### src/rtl/ddram_line_ctl.sv
// ---------------------------------------------------------------------------
// ddram_line_ctl
//
// Single-port DDR client that turns edge-triggered write / burst-read
// requests into DDRAM (Avalon-style) commands and collects read bursts into
// NCH line buffers.
//
// Commands are registered.
//   - A write puts DDRAM_WE up for one accepted cycle with BURSTCNT=1.
//   - A read puts DDRAM_RD up with BURSTCNT=mem_burst.
// Either command is held while DDRAM_BUSY is high.
//
// Returned beats are stored by index into the line buffer chosen at issue
// time. The whole selected line is presented combinationally on
// mem_line_dout.
//
// Optional feature macro: DDRAM_LINE_CTL_BE_EN
//   defined   : write byte enables come from mem_be
//   undefined : writes use 8'hFF and mem_be is ignored
//
// Parameters
//   NCH        number of read line buffers (>= 1)
//   MAX_BURST  maximum beats per read burst (1..255)
//   BASE_ADDR  64-bit-word base added to every DDR address
//   CW         width of the line-buffer select, max(1, clog2(NCH))
//
// Ports
//   DDRAM_CLK         sole clock
//   DDRAM_RST_N       synchronous active-low reset
//   DDRAM_BUSY        DDR stall; commands are held while high
//   DDRAM_BURSTCNT    beats of the current command
//   DDRAM_ADDR        64-bit word address
//   DDRAM_DOUT        read data beat
//   DDRAM_DOUT_READY  read beat valid
//   DDRAM_RD          read command
//   DDRAM_DIN         write data
//   DDRAM_BE          byte enables
//   DDRAM_WE          write command
//   mem_addr          byte address bits [27:1]
//   mem_din           write data
//   mem_be            write byte enables
//   mem_wr            write request (rising edge)
//   mem_rd            read request (rising edge)
//   mem_rd_ch         destination line buffer of a read
//   mem_burst         read burst length in beats
//   mem_busy          a request is pending
//   mem_dready        one-cycle pulse when a read burst has been stored
//   mem_err           one-cycle pulse when a read is rejected (bad burst)
//   mem_dout          first beat of the most recent read
//   mem_line_ch       line buffer shown on mem_line_dout
//   mem_line_dout     selected line; beat k at [64k +: 64]
// ---------------------------------------------------------------------------
module ddram_line_ctl #(
  parameter int          NCH       = 2,
  parameter int          MAX_BURST = 15,
  parameter logic [28:0] BASE_ADDR = 29'h0380_0000,
  localparam int         CW        = (NCH > 1) ? $clog2(NCH) : 1
) (
  input  logic                     DDRAM_CLK,
  input  logic                     DDRAM_RST_N,
  input  logic                     DDRAM_BUSY,
  output logic [7:0]               DDRAM_BURSTCNT,
  output logic [28:0]              DDRAM_ADDR,
  input  logic [63:0]              DDRAM_DOUT,
  input  logic                     DDRAM_DOUT_READY,
  output logic                     DDRAM_RD,
  output logic [63:0]              DDRAM_DIN,
  output logic [7:0]               DDRAM_BE,
  output logic                     DDRAM_WE,
  input  logic [27:1]              mem_addr,
  input  logic [63:0]              mem_din,
  input  logic [7:0]               mem_be,
  input  logic                     mem_wr,
  input  logic                     mem_rd,
  input  logic [CW-1:0]            mem_rd_ch,
  input  logic [7:0]               mem_burst,
  output logic                     mem_busy,
  output logic                     mem_dready,
  output logic                     mem_err,
  output logic [63:0]              mem_dout,
  input  logic [CW-1:0]            mem_line_ch,
  output logic [64*MAX_BURST-1:0]  mem_line_dout
);

  localparam logic [7:0] MAX_B8 = 8'(MAX_BURST);

  typedef enum logic [1:0] {
    IDLE    = 2'd0,
    WR      = 2'd1,
    RD_CMD  = 2'd2,
    RD_BEAT = 2'd3
  } state_t;

  state_t state_reg, state_next;

  // Request edge detection
  logic wr_d_reg, rd_d_reg;
  logic armed_reg;
  logic wr_edge, rd_edge;
  logic wr_req_reg, rd_req_reg;

  // Command registers
  logic        we_reg, rd_reg;
  logic [7:0]  burstcnt_reg;
  logic [28:0] addr_reg;
  logic [63:0] din_reg;
  logic [7:0]  be_reg;
  logic [CW-1:0] ch_reg;
  logic [7:0]  burst_reg;
  logic [7:0]  beat_idx_reg;

  logic        dready_reg, err_reg;
  logic [63:0] dout_reg = '0;

  // FSM strobes
  logic issue_wr, issue_rd, reject, wr_done, cmd_accept;
  logic beat_valid, last_beat;
  logic burst_ok;
  logic [28:0] word_addr;
  logic [7:0]  wr_be;
  logic        unused_bits;

  // Line buffers, one 64-bit register per (channel, slot)
  logic [NCH-1:0][MAX_BURST-1:0][63:0] line_all;

  assign word_addr = BASE_ADDR + {4'd0, mem_addr[27:3]};
  assign burst_ok  = (mem_burst != 8'd0) && (mem_burst <= MAX_B8);

`ifdef DDRAM_LINE_CTL_BE_EN
  assign wr_be       = mem_be;
  assign unused_bits = ^mem_addr[2:1];
`else
  assign wr_be       = 8'hFF;
  assign unused_bits = ^{mem_be, mem_addr[2:1]};
`endif

  // The first cycle after reset release only loads the delayed copies.
  // A request level that is already high at release therefore never looks
  // like a fresh edge.
  assign wr_edge = armed_reg && mem_wr && !wr_d_reg;
  assign rd_edge = armed_reg && mem_rd && !rd_d_reg;

  // Beats are only taken while a read is outstanding. They are never taken
  // on a reset edge, so a burst abandoned by reset leaves no trace.
  assign beat_valid = DDRAM_RST_N && DDRAM_DOUT_READY &&
                      ((state_reg == RD_CMD) || (state_reg == RD_BEAT));
  assign last_beat  = beat_valid && (beat_idx_reg == burst_reg - 8'd1);

  // --------------------------------------------------------------------
  // FSM
  // --------------------------------------------------------------------
  always_ff @(posedge DDRAM_CLK) begin
    if (!DDRAM_RST_N) begin
      state_reg <= IDLE;
    end else begin
      state_reg <= state_next;
    end
  end

  always_comb begin
    state_next = state_reg;
    issue_wr   = 1'b0;
    issue_rd   = 1'b0;
    reject     = 1'b0;
    wr_done    = 1'b0;
    cmd_accept = 1'b0;
    case (state_reg)
      IDLE: begin
        // A pending write always goes first; the read stays pending.
        if (wr_req_reg) begin
          if (!DDRAM_BUSY) begin
            issue_wr   = 1'b1;
            state_next = WR;
          end
        end else if (rd_req_reg) begin
          if (!burst_ok) begin
            reject = 1'b1;
          end else if (!DDRAM_BUSY) begin
            issue_rd   = 1'b1;
            state_next = RD_CMD;
          end
        end
      end
      WR: begin
        if (!DDRAM_BUSY) begin
          wr_done    = 1'b1;
          state_next = IDLE;
        end
      end
      RD_CMD: begin
        // A final beat, even one arriving before the accept, ends the read.
        if (last_beat) begin
          state_next = IDLE;
        end else if (!DDRAM_BUSY) begin
          cmd_accept = 1'b1;
          state_next = RD_BEAT;
        end
      end
      RD_BEAT: begin
        if (last_beat) begin
          state_next = IDLE;
        end
      end
      default: state_next = IDLE;
    endcase
  end

  // --------------------------------------------------------------------
  // Request flags, command strobes, beat index
  // --------------------------------------------------------------------
  always_ff @(posedge DDRAM_CLK) begin
    if (!DDRAM_RST_N) begin
      armed_reg    <= 1'b0;
      wr_d_reg     <= 1'b0;
      rd_d_reg     <= 1'b0;
      wr_req_reg   <= 1'b0;
      rd_req_reg   <= 1'b0;
      we_reg       <= 1'b0;
      rd_reg       <= 1'b0;
      dready_reg   <= 1'b0;
      err_reg      <= 1'b0;
      beat_idx_reg <= 8'd0;
    end else begin
      armed_reg <= 1'b1;
      wr_d_reg  <= mem_wr;
      rd_d_reg  <= mem_rd;

      // A new edge wins over a clear in the same cycle, so it is not lost.
      wr_req_reg <= (wr_req_reg && !wr_done) || wr_edge;
      rd_req_reg <= (rd_req_reg && !(reject || last_beat)) || rd_edge;

      if (issue_wr) begin
        we_reg <= 1'b1;
      end else if (wr_done) begin
        we_reg <= 1'b0;
      end

      if (issue_rd) begin
        rd_reg <= 1'b1;
      end else if (cmd_accept || last_beat) begin
        rd_reg <= 1'b0;
      end

      if (issue_rd) begin
        beat_idx_reg <= 8'd0;
      end else if (beat_valid) begin
        beat_idx_reg <= beat_idx_reg + 8'd1;
      end

      // Registered so the pulse follows the final line-buffer write.
      dready_reg <= last_beat;
      err_reg    <= reject;
    end
  end

  // Command fields are captured on issue and need no reset.
  always_ff @(posedge DDRAM_CLK) begin
    if (issue_wr) begin
      addr_reg     <= word_addr;
      din_reg      <= mem_din;
      be_reg       <= wr_be;
      burstcnt_reg <= 8'd1;
    end else if (issue_rd) begin
      addr_reg     <= word_addr;
      be_reg       <= 8'hFF;
      burstcnt_reg <= mem_burst;
      burst_reg    <= mem_burst;
      ch_reg       <= mem_rd_ch;
    end
  end

  // mem_dout survives reset and powers up as zero.
  always_ff @(posedge DDRAM_CLK) begin
    if (beat_valid && (beat_idx_reg == 8'd0)) begin
      dout_reg <= DDRAM_DOUT;
    end
  end

  // --------------------------------------------------------------------
  // Line buffers: survive reset, power up as zero. Slots beyond the
  // current burst length are never addressed, so they keep old data.
  // --------------------------------------------------------------------
  genvar gi, gj;
  generate
    for (gi = 0; gi < NCH; gi++) begin : g_ch
      for (gj = 0; gj < MAX_BURST; gj++) begin : g_slot
        logic [63:0] slot_reg = '0;
        always_ff @(posedge DDRAM_CLK) begin
          if (beat_valid && (ch_reg == CW'(gi)) && (beat_idx_reg == 8'(gj))) begin
            slot_reg <= DDRAM_DOUT;
          end
        end
        assign line_all[gi][gj] = slot_reg;
      end
    end
  endgenerate

  // An out-of-range select shows buffer 0.
  always_comb begin
    mem_line_dout = line_all[0];
    for (int i = 1; i < NCH; i++) begin
      if (mem_line_ch == CW'(i)) begin
        mem_line_dout = line_all[i];
      end
    end
  end

  // --------------------------------------------------------------------
  // Outputs
  // --------------------------------------------------------------------
  assign DDRAM_WE       = we_reg;
  assign DDRAM_RD       = rd_reg;
  assign DDRAM_ADDR     = addr_reg;
  assign DDRAM_DIN      = din_reg;
  assign DDRAM_BE       = be_reg;
  assign DDRAM_BURSTCNT = burstcnt_reg;
  assign mem_busy       = wr_req_reg || rd_req_reg;
  assign mem_dready     = dready_reg;
  assign mem_err        = err_reg;
  assign mem_dout       = dout_reg;

endmodule

### config.mk
export PLATFORM = sky130hd
export DESIGN_NAME = ddram_line_ctl
export DESIGN_NICKNAME = d
export VERILOG_FILES = /design/src/rtl/ddram_line_ctl.sv
export SDC_FILE = /design/constraint.sdc
export NUM_CORES = 2
export LEC_CHECK = 0
export ABC_AREA = 1
export BUFFER_PORTS_ARGS = -buffer_cell sky130_fd_sc_hd__buf_2
export CAP_MARGIN = 20
export CELL_PAD_IN_SITES_DETAIL_PLACEMENT = 1
export CELL_PAD_IN_SITES_GLOBAL_PLACEMENT = 1
export CORE_AREA = 2 2 508 510
export DETAILED_ROUTE_END_ITERATION = 10
export DIE_AREA = 0 0 510 512
export PLACE_DENSITY = 0.51
export SYNTH_ARGS = -nofsm -noshare
export SYNTH_HDL_FRONTEND = slang
export SYNTH_SLANG_ARGS = --single-unit
export TNS_END_PERCENT = 30
### constraint.sdc
create_clock -name DDRAM_CLK -period 9 [get_ports DDRAM_CLK]
set_input_delay 0.45 -clock DDRAM_CLK [delete_from_list [all_inputs] [get_ports DDRAM_CLK]]
set_output_delay 0.45 -clock DDRAM_CLK [all_outputs]
set_load 0.01 [all_outputs]
==> results.md <==
Outcome:
- The run finished with clean final reports.

Synthesis:
- Ranked by instance count, the synthesized netlist is headed by edfxtp_1, mux2_2, buf_2, nand2_1, nor2_1.
- The share of the Yosys chip area taken by registers is 0.833.
- The number of distinct library cells after synthesis is 33.
- The post-synthesis area per instance is 22.0 µm².
- The area share of the largest cell type after synthesis is 0.826.
- The async set-reset flop share out of synthesis is 0.
- The count of warnings emitted by yosys is 0.
- The number of enable-type register cells in the synthesized netlist is 2,084.
- The most used flip-flop cell after synthesis is edfxtp_1.
- Yosys attributes the largest share of cell area to edfxtp_1, mux2_2, dfxtp_1.
- Counting every instance in the synthesized netlist gives 3,447.
- The cell taking the most area after synthesis is edfxtp_1.
- The synthesized netlist occupies a cell area of 75,800 µm².
- The number of register bits inferred by synthesis is 2,111.
- The dominant cell by count in the synthesized netlist is edfxtp_1.

Critical path:
- The signal on the critical path passes through nor4_2, inv_1, nor2_1, nand2_1, nor2_4, buf_4, buf_4.
- The kind of critical path is flop to flop.
- The cell type with the highest occurrence count on the critical path is buf_4.
- In this run the worst path has a maximum fanout of 27.
- The number of buffers and inverters on the critical path is 3.
- Data on the critical path is required at its endpoint by 9.44 ns.
- In this design, the largest share of critical-path delay is due to simple AND/OR/NAND/NOR gates.
- The arrival time reported for the critical path endpoint is 4.13 ns.
- The element type at the critical path end is a flop.
- The type of element launching the critical path is a flop.
- The worst-path cell with the longest stage delay is nor2_4.
- The biggest cell delay along the critical path is 0.66 ns.

Clock network:
- The root cell of the clock tree is clkbuf_16.
- The CTS tree is yes.
- The number of levels in the clock H-tree is 4.
- CTS saw 2,111 sinks.
- Post-CTS timing repair inserted 0 buffers for setup.
- The maximum number of buffers from clock root to sink is 3.
- The quantity of gates resized following cts is 0.
- After clock tree synthesis, the clock-pin slew on the worst setup and hold paths is 0.06 ns.
- The later pin in the worst-skew pair is clocked with a latency of 0.86 ns.
- Clock tree synthesis inserted a total of 225 buffers.

Die:
- The y dimension of the die is 512 µm.
- Row generation in the floorplan step produced 186 rows.
- The placeable core area is 256,000 µm².
- The floorplan step set the die width to 510 µm.
- The effective utilization at floorplan is 0.296.
- The full die area is 261,000 µm².
- During I/O placement, the number of pins put on the boundary was 1,317.

Global route:
- For this run, global-route usage on met1 was measured as 0.235.
- The number of global-route vias before repair was 41,100.
- Global routing finished with a remaining overflow of 0.
- The first global-routing pass estimated 348 mm of wire.
- In the global route stage, met2 resource usage came out at 0.328.
- The total routing usage reported by global routing is 0.193.
- For met3 alone, demand over resource in global routing was 0.0568.
- Entering global routing, the biggest net connects 132 pins.
- After global routing, the most crowded layer is met2.
- The initial antenna violation count is 15.

STA:
- The aggregate negative setup slack is 0 ns.
- Timing would allow up to 0.271 GHz.
- The hold violation count in the final report is 0.
- The number of failing setup endpoints in the final timing report is 0.
- The minimum period implied by the final worst setup slack is 3.69 ns.
- The final count of pins violating max slew came to 0.
- The headroom to the max-slew limit is 0.283.
- In the finished design, the share of the clock period the worst path needs comes to 0.409.
- Setup repair after global routing left no endpoint under its margin.
- The transition time at the pin with the least slew margin is 1.07 ns.
- The clock arrives with 0.0673 ns of skew.

Route:
- In this run the remaining antenna-violating nets after routing total 0.
- After detailed routing, the number of vias per cell comes to 4.56.
- In the routed design, unresolved DRC markers number 0.
- The first detailed-routing pass took 6 iterations.
- The total wire length after detailed routing is 260 mm.
- The violation count after the first detailed-routing iteration is 2,750.
- The final routed wire length divided by cell count is 30.1 µm.
- The routed via count is 39,300.

Place:
- Port buffering added 1,296 buffers.
- The detailed placer's ending HPWL is 166 mm.
- The placer's final routability congestion estimate is 0.824.

Layout:
- The register with the most flip-flops in the layout has 1,920 of them.
- In the final layout, flip-flops and latches occupy 63,100 µm².
- In the final layout, the share of cells above drive strength 1 is 0.512.
- The final layout contains 5,228 nets.
- From synthesis to final layout, the design area changed by 25.3%.
- The multi-input combinational cells in the finished layout cover a total of 12,100 µm².
- The filler cells instantiated in the layout total 25,300.
- The final core utilization is 0.371.

Run:
- The tool flagged a number of max-cap violations equal to 0.

Power:
- The static leakage power is 32.8 nW.
- Across the VDD grid, the largest voltage drop is 169 µV.
- Power spread over the standard cell area amounts to 220 nW/µm².

Worst hold path:
- The worst hold-check path type is input pin to flop.
-- cell type report --
class	instances	share of cell area
diodes	6	0.000158
clock buffers	295	0.0626
multi-input cells	1172	0.127
inverters	51	0.00212
repair buffers	1482	0.0866
well taps	3384	0.0446
flip-flops and latches	2111	0.665
clock inverters	122	0.0119
-- report_power, final --
group / leakage [nW] / switching [mW] / internal [mW]
combinational: 10.4 / 0.716 / 0.360
clock: 3.42 / 3.94 / 4.98
sequential: 19.0 / 0.0318 / 10.9
-- worst register-to-register path: cells and delay by family, from the launching register on --
kind / cells / cell delay [ns]
flip-flops: 1 / 0.35
buffers and inverters: 3 / 1.29
AND/OR/NAND/NOR: 4 / 1.59
-- cell usage in the layout (no fill, tap or decap), drive strengths merged, types with 10 or more instances in the layout --
cell,n
clkbuf,295
mux2,960
clkinv,102
bufinv,11
nand2,73
inv,56
nand3,25
dfxtp,27
dlygate4sd3,105
nor2,66
conb,10
buf,1377
edfxtp,2084
-- stage by stage --
stage	cell area [µm²]	setup WS, ns	power (mW)	std cells	hold slack, ns
after global routing	94900	5.06	21.6	8618	0.0371
after floorplan	75800	3.97	11.6	3455	0.397
after CTS	94900	5.17	21.2	8617	0.0168
after global placement	86800	5.19	12.2	8093	0.405
after detailed placement	86800	5.20	12.2	8095	0.419
final	94900	5.31	20.9	8623	0.101
-- routing by layer --
layer	wire, µm	vias up
met4	8370	0
li1	-	16800
met3	19200	310
met5	0	-
met1	104000	20800
met2	128000	1360
-- logic make-up after synthesis --
family	after synthesis	synth area share
flops	2111	0.833
mux	960	0.143
simple gates	172	0.0100
buf+inv	172	0.0109
compound gates	17	0.00127
xor+xnor	7	0.000809
fa+ha+maj	6	0.000991
other cells	2	0.0000991
-- path summary, 6_finish.rpt --
| check | end | depth (start not counted) | startpoint | slack [ns] |
|---|---|---|---|---|
| setup / recovery | g_ch[0].g_slot[5].slot_reg[24]$_DFFE_PP_ | 7 | beat_idx_reg[7]$_SDFFE_PP0P_ | 5.31 |
| hold / removal | g_ch[1].g_slot[1].slot_reg[52]$_DFFE_PP_ | 1 | DDRAM_DOUT[52] | 0.10 |
| setup reg to reg | g_ch[0].g_slot[5].slot_reg[24]$_DFFE_PP_ | 7 | beat_idx_reg[7]$_SDFFE_PP0P_ | 5.31 |
| hold reg to reg | wr_req_reg$_SDFF_PN0_ | 1 | wr_d_reg$_SDFF_PN0_ | 0.43 |
-- repair_timing --
action | CTS | global route
hold endpoints to repair | 117 | 0
hold buffers | 105 | 0
endpoints found under the setup margin | 0 | 0
No activity file was read; power rests on OpenSTA's default activity.
